--- src/rtl/reg_sequencer.sv ---
// Command sequencer for the 4-bit clear/load/inc/dec/shift register.
// It turns one accepted command into a run of single-function control pulses and then a done pulse.
module reg_sequencer #(
  parameter int W     = 4,
  parameter int CNT_W = 4
) (
  input  logic             clk,
  input  logic             rst_n,
  input  logic             cmd_valid,
  output logic             cmd_ready,
  input  logic [2:0]       cmd_op,
  input  logic [W-1:0]     cmd_arg,
  input  logic [CNT_W-1:0] cmd_cnt,
  input  logic [W-1:0]     reg_q,
  output logic             cl,
  output logic             ld,
  output logic             inc,
  output logic             dec,
  output logic             sr,
  output logic             sl,
  output logic             ir,
  output logic             il,
  output logic [W-1:0]     ld_data,
  output logic             busy,
  output logic             done
);

  localparam logic [2:0] OP_CLR  = 3'd0;
  localparam logic [2:0] OP_LOAD = 3'd1;
  localparam logic [2:0] OP_INC  = 3'd2;
  localparam logic [2:0] OP_DEC  = 3'd3;
  localparam logic [2:0] OP_SHR  = 3'd4;
  localparam logic [2:0] OP_SHL  = 3'd5;
  localparam logic [2:0] OP_ROR  = 3'd6;
  localparam logic [2:0] OP_ROL  = 3'd7;

  typedef enum logic [1:0] {
    IDLE = 2'd0,
    EXEC = 2'd1,
    DONE = 2'd2
  } state_t;

  state_t             state_q, state_d;
  logic [2:0]         op_q, op_d;
  logic [W-1:0]       arg_q, arg_d;
  logic [CNT_W-1:0]   rem_q, rem_d;

  // Only the end bits of reg_q feed rotation; the rest are intentionally ignored.
  logic reg_q_unused;
  assign reg_q_unused = ^reg_q;

  always_ff @(posedge clk or negedge rst_n) begin
    if (!rst_n) begin
      state_q <= IDLE;
      op_q    <= OP_CLR;
      arg_q   <= '0;
      rem_q   <= '0;
    end else begin
      state_q <= state_d;
      op_q    <= op_d;
      arg_q   <= arg_d;
      rem_q   <= rem_d;
    end
  end

  always_comb begin
    state_d   = state_q;
    op_d      = op_q;
    arg_d     = arg_q;
    rem_d     = rem_q;
    cmd_ready = 1'b0;
    busy      = 1'b1;
    done      = 1'b0;
    cl        = 1'b0;
    ld        = 1'b0;
    inc       = 1'b0;
    dec       = 1'b0;
    sr        = 1'b0;
    sl        = 1'b0;
    ir        = 1'b0;
    il        = 1'b0;
    ld_data   = arg_q;

    case (state_q)
      IDLE: begin
        cmd_ready = 1'b1;
        busy      = 1'b0;
        if (cmd_valid) begin
          op_d  = cmd_op;
          arg_d = cmd_arg;
          if (cmd_op == OP_CLR || cmd_op == OP_LOAD) begin
            rem_d   = CNT_W'(1);
            state_d = EXEC;
          end else if (cmd_cnt != '0) begin
            rem_d   = cmd_cnt;
            state_d = EXEC;
          end else begin
            rem_d   = '0;
            state_d = DONE;
          end
        end
      end

      EXEC: begin
        // Controls depend only on registered state so the sole input-to-output path is the rotate feedback.
        case (op_q)
          OP_CLR:         cl  = 1'b1;
          OP_LOAD:        ld  = 1'b1;
          OP_INC:         inc = 1'b1;
          OP_DEC:         dec = 1'b1;
          OP_SHR, OP_ROR: sr  = 1'b1;
          default:        sl  = 1'b1;
        endcase
        ir    = (op_q == OP_ROR) ? reg_q[0]   : 1'b0;
        il    = (op_q == OP_ROL) ? reg_q[W-1] : 1'b0;
        rem_d = rem_q - 1'b1;
        if (rem_q == CNT_W'(1)) begin
          state_d = DONE;
        end
      end

      DONE: begin
        done    = 1'b1;
        state_d = IDLE;
      end

      default: begin
        state_d = IDLE;
      end
    endcase
  end

  // Keep the unused opcode names referenced for readers of the decode above.
  logic op_names_unused;
  assign op_names_unused = ^{OP_SHL, OP_ROL};

endmodule
--- config.mk ---
export PLATFORM = sky130hd
export DESIGN_NAME = reg_sequencer
export DESIGN_NICKNAME = d
export VERILOG_FILES = /design/src/rtl/reg_sequencer.sv
export SDC_FILE = /design/constraint.sdc
export NUM_CORES = 1
export LEC_CHECK = 0
export ABC_AREA = 1
export BUFFER_PORTS_ARGS = -buffer_cell sky130_fd_sc_hd__buf_4
export CORE_MARGIN = 5
export CORE_UTILIZATION = 45
export DETAILED_ROUTE_END_ITERATION = 8
export PLACE_DENSITY = 0.8
export RECOVER_POWER = 100
export REMOVE_ABC_BUFFERS = 1
export SYNTH_ARGS = -nofsm -noshare
export SYNTH_HDL_FRONTEND = slang
export SYNTH_SLANG_ARGS = --single-unit
--- constraint.sdc ---
create_clock -name clk -period 1.5 [get_ports clk]
set_input_delay 0.075 -clock clk [delete_from_list [all_inputs] [get_ports clk]]
set_output_delay 0.075 -clock clk [all_outputs]
set_load 0.02 [all_outputs]
==> flow_summary.json <==
{
  "numClockSinks": 13,
  "worstPathCellList": "inv_2, nand2_4, or2_4, nor3_2, buf_4",
  "routabilityCongestion": 0.865,
  "power.share.sequential": 0.303,
  "drtIter0Drc": 19,
  "cellPowerDensity_mw_per_mm2": 2080,
  "wl_met2_mm": 1.01,
  "cap_violations": 0,
  "cts.clk_slew.worst_paths_ns": 0.08,
  "area_delta_synth_final_pct": 39.8,
  "pwr-share-clk": 0.098,
  "swShare": 0.491,
  "ys_ff_latch": 13,
  "fill_cells": 151,
  "fin_crit_sh": 0.974,
  "finalSetupViolCount": 0,
  "grt_overflow": 0,
  "cts_made_buffers": 3,
  "via_count": 812,
  "grt_max_degree": 14,
  "max_slew.worst_pin.slew_ns": 0.690,
  "vias_per_cell": 5.11,
  "track_usage": 0.166,
  "wl_met3_um": 181,
  "cp_slowest_cell": "dfrtp_1",
  "syn-cell-area_um2": 761,
  "arrival_ns": 1.39,
  "cts_htree_levels": 1,
  "synth.yosys.warnings": 0,
  "syn-instance-count": 103,
  "switchingPower_mw": 1.08,
  "synth.top_cell.area_share": 0.428,
  "max_clock_freq_mhz": 684,
  "dr.max_layer_used": "met4",
  "end_kind": "primary output",
  "start_kind": "flop",
  "start_util": 0.488,
  "synthTopCellsByArea": "dfrtp_1, nand2_1, nand3_1",
  "place_ws_ns": 0.223,
  "p_leak_nw": 0.572,
  "hold_path.class": "input port to flop",
  "path_max_fanout": 4,
  "cts_max_path_buffers": 2,
  "drc": 0,
  "synth_edf_count": 0,
  "wl_met1_um": 778,
  "tns_ns": 0,
  "combinationalPowerShare": 0.599,
  "cp.required_ns": 1.42,
  "hold_violations": 1,
  "cts_root_buf": "clkbuf_4",
  "synthArstFlopShare": 1.00,
  "rows": 14,
  "dp_hpwl_mm": 1.53,
  "ir_drop_mv": 1.19,
  "ys.flop_type": "dfrtp_1",
  "internal_power_mw": 1.12,
  "grt_pass1_wl_mm": 3.27,
  "drv_slew": 0,
  "ys_top_cells_by_count": "nand2_1, dfrtp_1, inv_1, nor2_1, nand3_1",
  "yosysMostFrequentCell": "nand2_1",
  "die_y_um": 51.1,
  "period_minus_slack_ns": 1.46,
  "coreArea_mm2": 0.00156,
  "portBuffers": 30,
  "clock_skew_ns": 0.00153,
  "antenna_found_initial": 0,
  "syn_area_per_cell_um2": 7.39,
  "fin_nets": 164,
  "multiInputGateArea_um2": 383,
  "grt_pass1_vias": 765,
  "die_x_um": 51.1,
  "critPathKind": "flop to primary output",
  "wl_per_cell_um": 12.7,
  "slowest_delay_ns": 0.39,
  "rsz0062_at_grt": "true",
  "die_area_mm2": 0.00261,
  "firstDrtPassIters": 4,
  "drive_gt1_frac": 0.308,
  "io_pins": 33,
  "cts_tree": "built",
  "worst_slack_ns": 0.0388,
  "total_power_mw": 2.21,
  "synth_cell_types": 19,
  "detail-route-antenna-nets": 0,
  "status": "finished, violations left",
  "seqCellArea_um2": 327,
  "clk_latency_ns": 0.28,
  "wirelength_mm": 2.02,
  "synth_top_area_cell": "dfrtp_1",
  "whs_ns": -0.00325,
  "failed_checks": "hold timing",
  "relSlewSlack": 0.540,
  "num_antenna_cells": 0,
  "synth_seq_area_share": 0.428
}
## stage by stage
| stage | cell area [µm²] | utilization | instances |
|---|---|---|---|
| 2_1_floorplan | 749 | - | 102 |
| 6_report | 1060 | 0.682 | 159 |
| 3_5_place_dp | 995 | 0.638 | 148 |
| 5_1_grt | 1060 | 0.682 | 159 |
| 4_1_cts | 1070 | 0.684 | 156 |
| 3_3_place_gp | 995 | 0.638 | 148 |
## critical path, delay by kind of cell, from the launching register on
kind,cells,cell delay [ns]
and+or+nand+nor,3,0.45
DFF,1,0.39
buffers and inverters,2,0.26
## path summary, 6_finish.rpt
path | startpoint | end | slack [ns] | depth (start not counted)
max | state_q[1] | ld | 0.04 | 5
min | cmd_arg[1] | ld_data[1] | -0.003 | 3
max reg2reg | state_q[0] | rem_q[0] | 0.18 | 6
min reg2reg | ld_data[0] | ld_data[0] | 0.48 | 2
max in group asynchronous | rst_n | state_q[0] | 0.67 | 2
min in group asynchronous | rst_n | rem_q[3] | 0.35 | 2
## power groups by stage
stage	combinational (mW)	clock (mW)	sequential (mW)
floorplan	0.785	0	0.715
global placement	1.23	0	0.666
detailed placement	1.28	0	0.672
CTS	1.29	0.221	0.669
global route	1.47	0.245	0.696
finish	1.32	0.216	0.670
## layout make-up
| class | instances | area share |
|---|---|---|
| clock buffer | 4 | 0.0247 |
| inverter | 13 | 0.0506 |
| multi-input combinational | 76 | 0.360 |
| sequential | 13 | 0.307 |
| tap | 16 | 0.0188 |
| timing repair buffer | 37 | 0.239 |
## cell families after synthesis
kind of cell | share of synthesized area
buf+inv | 0.0789
compound gates | 0.0395
simple gates | 0.421
fa+ha+maj | 0.0329
flops | 0.428
## routing by layer
layer,track usage,up-vias
met3,0.0465,11
met1,0.189,356
met2,0.290,44
met4,0.0673,0
li1,-,401
met5,0,-
## cell usage in the layout, fill, tap and decap left out, types with 2 or more instances in the layout
cell type      instances
nand2_1               35
buf_4                 23
dfrtp_1               12
inv_1                 11
nor2_1                10
nand3_1               10
clkbuf_1               8
o21ai_0                5
dlygate4sd3_1          4
nor2_2                 3
clkbuf_4               3
nand2_2                2
nor3b_2                2
nor3_2                 2
ha_1                   2
clkbuf_2               2
## state kept, by name, summed over array words and instances, names as in the netlist
signal,count
rem_q,4
op_q,3
ld_data,4
state_q,2
## timing repair
item	in CTS	in global routing
resized for setup	2	5
pin swaps	0	2
endpoints found under the setup margin	5	7
buffers inserted	0	3
hold buffers	4	0
endpoints found under the hold margin	16	0
No activity file was read; power rests on OpenSTA's default activity.
